`src/rtl/mem_arbiter.sv`:
```
// Two-master round-robin arbiter in front of the single-port SRAM, with a
// watchdog that turns a stalled slave into an error completion.
module mem_arbiter #(
  parameter int          TIMEOUT  = 16,
  parameter logic [31:0] ERR_DATA = 32'hDEAD_BEEF
) (
  input  logic        clk,
  input  logic        rst,
  input  logic        m0_valid,
  input  logic [31:0] m0_addr,
  input  logic [31:0] m0_wdata,
  input  logic [3:0]  m0_wstrb,
  output logic [31:0] m0_rdata,
  output logic        m0_ready,
  input  logic        m1_valid,
  input  logic [31:0] m1_addr,
  input  logic [31:0] m1_wdata,
  input  logic [3:0]  m1_wstrb,
  output logic [31:0] m1_rdata,
  output logic        m1_ready,
  output logic        s_valid,
  output logic [31:0] s_addr,
  output logic [31:0] s_wdata,
  output logic [3:0]  s_wstrb,
  input  logic [31:0] s_rdata,
  input  logic        s_ready,
  output logic        bus_err
);

  typedef enum logic {IDLE = 1'b0, BUSY = 1'b1} state_e;

  localparam logic [7:0] CNT_LAST = 8'(TIMEOUT - 1);

  state_e      state_q, state_d;
  logic        gnt_q, gnt_d;
  logic        last_q, last_d;
  logic [7:0]  cnt_q, cnt_d;
  logic [31:0] addr_q, addr_d;
  logic [31:0] wdata_q, wdata_d;
  logic [3:0]  wstrb_q, wstrb_d;

  logic        busy;
  logic        sel;
  logic        timeout_hit;
  logic        done;
  logic [31:0] rsp_data;

  always_ff @(posedge clk or posedge rst) begin
    if (rst) begin
      state_q <= IDLE;
      gnt_q   <= 1'b0;
      last_q  <= 1'b1;
      cnt_q   <= 8'd0;
      addr_q  <= 32'd0;
      wdata_q <= 32'd0;
      wstrb_q <= 4'd0;
    end else begin
      state_q <= state_d;
      gnt_q   <= gnt_d;
      last_q  <= last_d;
      cnt_q   <= cnt_d;
      addr_q  <= addr_d;
      wdata_q <= wdata_d;
      wstrb_q <= wstrb_d;
    end
  end

  always_comb begin
    state_d = state_q;
    gnt_d   = gnt_q;
    last_d  = last_q;
    cnt_d   = cnt_q;
    addr_d  = addr_q;
    wdata_d = wdata_q;
    wstrb_d = wstrb_q;

    busy = (state_q == BUSY);
    // On a tie the master that was not served last wins; otherwise whoever asks.
    sel  = (m0_valid && m1_valid) ? ~last_q : m1_valid;
    // s_ready has priority over the watchdog when both land in the same cycle.
    timeout_hit = busy && !s_ready && (cnt_q == CNT_LAST);
    done        = busy && (s_ready || timeout_hit);

    case (state_q)
      IDLE: begin
        if (m0_valid || m1_valid) begin
          state_d = BUSY;
          gnt_d   = sel;
          last_d  = sel;
          cnt_d   = 8'd0;
          addr_d  = sel ? m1_addr  : m0_addr;
          wdata_d = sel ? m1_wdata : m0_wdata;
          wstrb_d = sel ? m1_wstrb : m0_wstrb;
        end
      end
      BUSY: begin
        cnt_d = cnt_q + 8'd1;
        if (done) begin
          state_d = IDLE;
        end
      end
    endcase

    rsp_data = timeout_hit ? ERR_DATA : s_rdata;
  end

  // Valid drops combinationally with ready so a registered-ready slave never
  // sees a second access.
  assign s_valid  = busy && !s_ready && !timeout_hit;
  assign s_addr   = addr_q;
  assign s_wdata  = wdata_q;
  assign s_wstrb  = wstrb_q;
  assign m0_ready = done && !gnt_q;
  assign m1_ready = done && gnt_q;
  assign m0_rdata = rsp_data;
  assign m1_rdata = rsp_data;
  assign bus_err  = timeout_hit;

endmodule

```
`config.mk`:
```
export PLATFORM = sky130hd
export DESIGN_NAME = mem_arbiter
export DESIGN_NICKNAME = d
export VERILOG_FILES = /design/src/rtl/mem_arbiter.sv
export SDC_FILE = /design/constraint.sdc
export NUM_CORES = 1
export LEC_CHECK = 0
export BUFFER_PORTS_ARGS = -buffer_cell sky130_fd_sc_hd__buf_2
export CAP_MARGIN = 40
export CELL_PAD_IN_SITES_DETAIL_PLACEMENT = 0
export CELL_PAD_IN_SITES_GLOBAL_PLACEMENT = 1
export CORE_ASPECT_RATIO = 1.75
export CORE_MARGIN = 2
export CORE_UTILIZATION = 29
export DETAILED_ROUTE_END_ITERATION = 10
export GPL_TIMING_DRIVEN = 0
export HOLD_SLACK_MARGIN = 0.12
export PLACE_DENSITY_LB_ADDON = 0.1
export SLEW_MARGIN = 20
export SYNTH_ARGS = -nofsm -noshare
export SYNTH_HDL_FRONTEND = slang
export SYNTH_SLANG_ARGS = --single-unit
export TNS_END_PERCENT = 10
```
`constraint.sdc`:
```
create_clock -name clk -period 3.5 [get_ports clk]
set_clock_uncertainty 0.05 [all_clocks]
set_input_delay 0.175 -clock clk [delete_from_list [all_inputs] [get_ports clk]]
set_output_delay 0.175 -clock clk [all_outputs]
set_load 0.01 [all_outputs]
```
# [After elaboration in Yosys (flattened, before gate mapping)]
# Cells that the tools add are included.
[totals] word_cells=35 out_inout_bits=136 ff_bits=79
[classes] n_bitwise=2 mux=10 addsub=1 eq_ne=2 n_reduce_logical=13
[ops] cell="$mux 32" count=3
[ops] cell="$pmux 8 s2" count=1
[ops] cell="$add 8x1->8 const B" count=1
[ops] cell="$eq 8x4->1 const B" count=1
[ops] cell="$mux 8" count=1
[ops] cell="$logic_and 1x1->1" count=7
[ops] cell="$mux 4" count=1
[ops] cell="$logic_not 1->1" count=3
[ops] cell="$mux 1" count=3
[ops] cell="$logic_or 1x1->1" count=2
[ops] cell="$ne 2x2->1 const B" count=1
[ops] cell="$not 1->1" count=2
[ops] cell="$pmux 1 s2" count=1
[ops] cell="$reduce_and 2->1" count=1

# [Logic depth before layout (Yosys ltp)]
# Gate-level depths: netlist of run 1.
[logic_depth] word_depth=7 depth_mapped=6 ltp_nobuf=4

# [Worst setup path after synthesis of run 1]
# No wires, ideal clock.
[synth_path] path_type="reg-to-output" startpoint="register cnt_q[0]" endpoint="output port m1_rdata[0]" path_stages_with_launch=7 arrival_ns=1.517 path_buffers=2 setup_slack_ns=1.758 path_cell_list="dfrtp_1 > ha_1 > nand4_1 > nor3b_4 > buf_6 > or2_1 > buf_4"
[synth_via] elab_chain_cells=3
[synth_rtl] element="start: declaration" line_no="37" source="logic [7:0] cnt_q, cnt_d;"
[synth_rtl] element="start signal: assignment" line_no="61" source="cnt_q <= cnt_d;"
[synth_rtl] element="$eq 8x4->1" line_no="81" source="timeout_hit = busy && !s_ready && (cnt_q == CNT_LAST);"
[synth_rtl] element="$logic_and 1x1->1" line_no="81"
[synth_rtl] element="$mux 32" line_no="104" source="rsp_data = timeout_hit ? ERR_DATA : s_rdata;"
[synth_rtl] element="end: declaration" line_no="19" source="output logic [31:0] m1_rdata,"
# No other way between the ends.

# [Worst setup path after layout of run 1]
[layout_path] startpoint="input port m0_valid" endpoint="register wdata_q[9] (netlist: s_wdata[9])"
[layout_via] elab_chain_cells=3
[layout_rtl] element="start: declaration" line_no="9" source="input logic m0_valid,"
[layout_rtl] element="$logic_and 1x1->1" line_no="79" source="sel = (m0_valid && m1_valid) ? ~last_q : m1_valid;"
[layout_rtl] element="$mux 1" line_no="79"
[layout_rtl] element="$mux 32" line_no="92" source="wdata_d = sel ? m1_wdata : m0_wdata;"
[layout_rtl] element="end signal: assignment" line_no="63" source="wdata_q <= wdata_d;"
[layout_rtl] element="end: declaration" line_no="39" source="logic [31:0] wdata_q, wdata_d;"
# Several ways; a longest one is shown, not always the timed one.
# A chain may end at the register's enable or synchronous reset.

==> results of run 1 <==
## through the flow
| stage | cell area (um^2) | setup slack [ns] |
|---|---|---|
| after global placement | 5860 | 0.0339 |
| after floorplan | 4090 | 1.25 |
| after CTS | 7530 | 1.15 |
| final | 7530 | 1.17 |
| after global routing | 7530 | 0.982 |
| after detailed placement | 5880 | 1.52 |
## where the power goes
| part | total (mW) | internal [mW] | switching [mW] |
|---|---|---|---|
| combinational | 2.14 | 1.11 | 1.03 |
| sequential | 1.47 | 1.27 | 0.201 |
| clock | 0.861 | 0.480 | 0.382 |
| total | 4.48 | 2.86 | 1.62 |
## how the worst max path moves through the flow
| stage | end | slack (ns) | cells after the start |
|---|---|---|---|
| 6_report | s_wdata[9] | 1.17 | 8 |
| 5_1_grt | s_wdata[9] | 0.98 | 8 |
| 4_1_cts | m1_rdata[6] | 1.15 | 7 |
| 3_5_place_dp | m1_rdata[6] | 1.52 | 7 |
| 3_3_place_gp | s_addr[16] | 0.03 | 2 |
| 2_1_floorplan | busy | 1.25 | 1 |
## placed cells by master, fill, tap and decap left out, types with 4 or more instances in the layout
| cell type | count |
|---|---|
| buf_6 | 4 |
| a21oi_1 | 137 |
| nor2b_1 | 5 |
| dlygate4sd3_1 | 138 |
| o21ai_0 | 4 |
| nor2_1 | 71 |
| clkinvlp_4 | 4 |
| dfrtp_1 | 78 |
| clkbuf_1 | 8 |
| or2_1 | 4 |
| buf_4 | 34 |
| clkbuf_16 | 9 |
| nand2_1 | 76 |
| or2_2 | 20 |
| buf_2 | 330 |
## logic make-up after synthesis
| logic type | count (synthesis) | share of synthesized area |
|---|---|---|
| xor gates and xnor gates | 1 | 0.00214 |
| DFF | 79 | 0.483 |
| and+or+nand+nor | 188 | 0.202 |
| muxes | 1 | 0.00245 |
| buffers and inverters | 69 | 0.109 |
| AOI/OAI and AO/OA | 154 | 0.198 |
| adders and majority gates | 1 | 0.00306 |
## metal layers
layer	global-route usage	part of all wire
met1	0.220	0.35
met2	0.404	0.53
met3	0.0676	0.095
met4	0.0856	0.029
met5	0	0
## final cells by class
type,instances,area share
Clock inverter,5,0.00465
Tap cell,177,0.0294
Inverter,2,0.00133
Multi-Input combinational cell,345,0.222
Buffer,67,0.0580
Antenna cell,1,0.000332
Sequential cell,79,0.263
Timing Repair Buffer,447,0.391
Clock buffer,11,0.0309
## state kept, by name, summed over array words and instances (netlist names)
register,cells
s_wdata,32
s_addr,32
gnt_q,1
last_q,1
cnt_q,8
s_wstrb,4
busy,1
## worst max-delay path: cells and delay by family
kind            cells  cell delay (ns)
buf+inv             5             1.98
compound gates      3             0.39
==> flow_metrics.tcl, run 1 <==
set metrics [dict create \
    cts_buffers 9 \
    syn_to_final_growth_pct 84.0 \
    htree_levels 3 \
    min_to "s_addr[12]" \
    r2r_end "s_wdata[15]" \
    die_w_um 93.8 \
    clkLatencyLatePin_ns 0.33 \
    ir_worst_vdd_mv 0.359 \
    via_per_inst 4.55 \
    cts_resized 0 \
    start_util 0.296 \
    synth-seq-area-share 0.483 \
    reg2reg_depth 6 \
    worstHoldPathCells 3 \
    synth_cell_types 34 \
    fin_crit_sh 0.666 \
    async_reset_ff_frac 1.00 \
    grt_pass1_vias 5226 \
    rrSetupSlack_ns 1.34 \
    netlist_area_um2 4090 \
    detail-route-antenna-nets 0 \
    synth.most_common_cell "a21oi_1" \
    fin_util 0.544 \
    yosysWarnings 0 \
    yosysTopAreaCell "dfrtp_1" \
    n_fill_cell 1393 \
    synth_common_cells "a21oi_1, dfrtp_1, nand2_1" \
    p_total_mw 4.48 \
    worst_path_largest_cell_delay_ns 0.57 \
    antenna_found_initial 1 \
    routedWlPerCell_um 14.9 \
    synthFlopType "dfrtp_1" \
    fmax_mhz 429 \
    fin_hold_ws_ns 0.129 \
    grt-ovfl-total 0 \
    place_hpwl_mm 12.6 \
    cts_root_buffer "clkbuf_16" \
    tightest_slew_ns 0.596 \
    dieArea_um2 15100 \
    synth_cells 493 \
    vias 5159 \
    synth_top_area_frac 0.477 \
    critPathMaxFanout 10 \
    synth-edff-count 0 \
    multi_input_area_um2 1670 \
    gp_congestion 0.831 \
    rsz0062_at_grt "no" \
    crit_chain "dlygate4sd3_1, buf_2, o21bai_1, buf_2, buf_1, a21oi_1, a21oi_1, dlygate4sd3_1" \
    die_h_um 161 \
    crit_type "in2reg" \
    drc 0 \
    post_cts_buffers 0 \
    powerDensity_nw_per_um2 594 \
    drv_cap 0 \
    synth.avg_cell_area_um2 8.30 \
    cp.arrival_ns 2.55 \
    synth_area_leaders "dfrtp_1, a21oi_1, nand2_1" \
    layout-drive-gt1-share 0.429 \
    grt_max_degree 45 \
    core_um2 13800 \
    min_path_type "in2reg" \
    drt_wl_total_mm 16.9 \
    drtPass1Iterations 4 \
    drt_iter0_drc 136 \
    maxSlewHeadroom 0.603 \
    crit_start "m0_valid" \
    synth_fp_nets 667 \
    fin_crit_ns 2.33 \
    slowest_stage "dlygate4sd3_1" \
    placed_cells 979 \
    buffer_ports.inserted 308 \
    status "finished clean" \
    start_kind "input pin" \
    clkSinkCount 79 \
    holdCritStartpoint "m1_addr[12]" \
    cts_tree "done" \
    final_max_slew_viol_count 0 \
    clockBufferDepth 2 \
    nNetsFinal 1125 \
    postCtsHoldBufs 138 \
    instances_no_fill 1134 \
    clkTransAtPathRegs_ns 0.06 \
    end_kind "register" \
    grt_pass1_wl_mm 25.7 \
    r2r-start "last_q" \
    grt_usage 0.217 \
    seq_area_um2 1980 \
    p_leak_nw 3.78 \
    setup_viol 0 \
    tns_ns 0 \
    num_rows 57 \
    io_pins 309 \
    hold_viol 0 \
    ys_ff_latch 79 \
    crit_required_ns 3.72 \
]
Note: power is estimated with default switching activity, not from simulation.
==> inputs of run 2 (changes only) <==
- CORE_UTILIZATION: 29 -> 24
- clock period: 3.5 -> 2 ns (I/O delays scaled with it)
==> flow_metrics.tcl, run 2 (synthesis gave the netlist of run 1 again) <==
set metrics [dict create \
    start_util 0.244 \
    n_fill_cell 1643 \
    drt_wl_total_mm 17.6 \
    placed_cells 1031 \
    htree_levels 3 \
    syn_to_final_growth_pct 96.5 \
    dieArea_um2 18200 \
    die_h_um 177 \
    die_w_um 103 \
    slowest_stage "dfrtp_1" \
    cp.arrival_ns 1.95 \
    status "finished, violations left" \
    grt_pass1_wl_mm 25.6 \
    clkSinkCount 79 \
    placed_cell_area_um2 5980 \
    start_kind "register" \
    mostFrequentLayoutCells "buf_2, dlygate4sd3_1, a21oi_1, nand2_1, dfrtp_1" \
    fin_util 0.479 \
    grt_usage 0.183 \
    clkTransAtPathRegs_ns 0.06 \
    setup_slack_ns -0.0987 \
    violations "setup timing" \
    layout-drive-gt1-share 0.442 \
    fmax_mhz 476 \
    crit_chain "ha_2, nand4_1, nor3b_4, buf_12, buf_8, or2_2, buf_4, buf_4" \
    io_pins 309 \
    powerDensity_nw_per_um2 949 \
    place_hpwl_mm 13.0 \
    fin_crit_ns 2.10 \
    buffer_ports.inserted 308 \
    cts_buffers 9 \
    final_common_cell "buf_2" \
    gp_congestion 0.779 \
    grt_pass1_vias 5143 \
    final_max_slew_viol_count 0 \
    p_leak_nw 4.00 \
    clockBufferDepth 2 \
    rsz0062_at_grt "yes" \
    ir_worst_vdd_mv 0.474 \
    critPathBufInv 4 \
    drtPass1Iterations 4 \
    crit_required_ns 1.85 \
    p_total_mw 7.63 \
    cts_root_buffer "clkbuf_16" \
    cts_tree "done" \
    detail-route-antenna-nets 0 \
    hold_viol 0 \
    nNetsFinal 1139 \
    num_rows 63 \
    tightest_slew_ns 0.520 \
    drt_iter0_drc 130 \
    min_path_type "in2reg" \
    end_kind "primary output" \
    instances_no_fill 1194 \
    fin_hold_ws_ns 0.153 \
    vias 5288 \
    crit_type "reg2out" \
    core_um2 16800 \
    crit_top_cell "buf_4" \
    clkLatencyLatePin_ns 0.33 \
    setup_viol 34 \
    antenna_found_initial 0 \
    worst_path_largest_cell_delay_ns 0.38 \
    maxSlewHeadroom 0.653 \
    critPathMaxFanout 10 \
    grt_max_degree 25 \
    drv_cap 0 \
    fin_crit_sh 1.05 \
    grt-ovfl-total 0 \
    routedWlPerCell_um 14.7 \
    via_per_inst 4.43 \
    drc 0 \
    cp_top_family "buffers and inverters" \
    final_area_um2 8040 \
    antenna_cells 0 \
]
-- run 2: worst paths after layout --
kind                           from            to  slack (ns)  cells past startpoint
setup / recovery           cnt_q[0]  m1_rdata[23]        -0.1                      8
hold / removal              s_ready          busy        0.15                      3
setup reg to reg               busy    s_addr[13]        0.11                      6
hold reg to reg               gnt_q         gnt_q        0.46                      2
max in group asynchronous       rst   s_wdata[11]        0.82                      6
min in group asynchronous       rst   s_wdata[26]        0.23                      3
-- run 2: metal layers --
| layer | up-vias | GRT usage | part of all wire |
|---|---|---|---|
| met5 | - | 0 | 0 |
| met4 | 0 | 0.0550 | 0.019 |
| met3 | 24 | 0.0375 | 0.074 |
| met2 | 253 | 0.364 | 0.55 |
| met1 | 2464 | 0.184 | 0.35 |
| li1 | 2547 | - | - |
-- run 2: power by group --
part | internal (mW) | total, mW | switching (mW)
sequential | 2.23 | 2.58 | 0.348
clock | 1.20 | 1.86 | 0.661
combinational | 1.49 | 3.19 | 1.71
-- run 2: per-stage QoR --
stage / TNS [ns] / setup WS, ns
global route: -8.29 / -0.198
floorplan: 0 / 0.333
CTS: -2.63 / -0.0986
detailed placement: -0.00338 / -0.00338
finish: -1.96 / -0.0987
global placement: 0 / 0.0358
-- run 2: worst register-to-register path: stages, from the launching register on --
cell and delay (ns):
dfrtp_1 0.41, o21bai_1 0.18, buf_4 0.19, buf_4 0.19, a21oi_1 0.14, a21oi_1 0.08, dlygate4sd3_1 0.55
-- run 2: repair_timing --
action | CTS | global route
resized for setup | 13 | 60
setup buffers | 7 | 3
hold buffers | 140 | 0
pin swaps | 3 | 3
endpoints found under the setup margin | 65 | 72
endpoints found under the hold margin | 105 | 0
-- run 2: area by class of cell --
| class | instances | area [um^2] | area share |
|---|---|---|---|
| plain buffers | 67 | 487 | 0.0605 |
| well taps | 227 | 284 | 0.0353 |
| flip-flops and latches | 79 | 1980 | 0.246 |
| multi-input cells | 345 | 1710 | 0.212 |
| inverters | 2 | 11.3 | 0.00140 |
| clock inverters | 4 | 97.6 | 0.0121 |
| repair buffers | 461 | 3250 | 0.404 |
| clock buffers | 9 | 225 | 0.0280 |
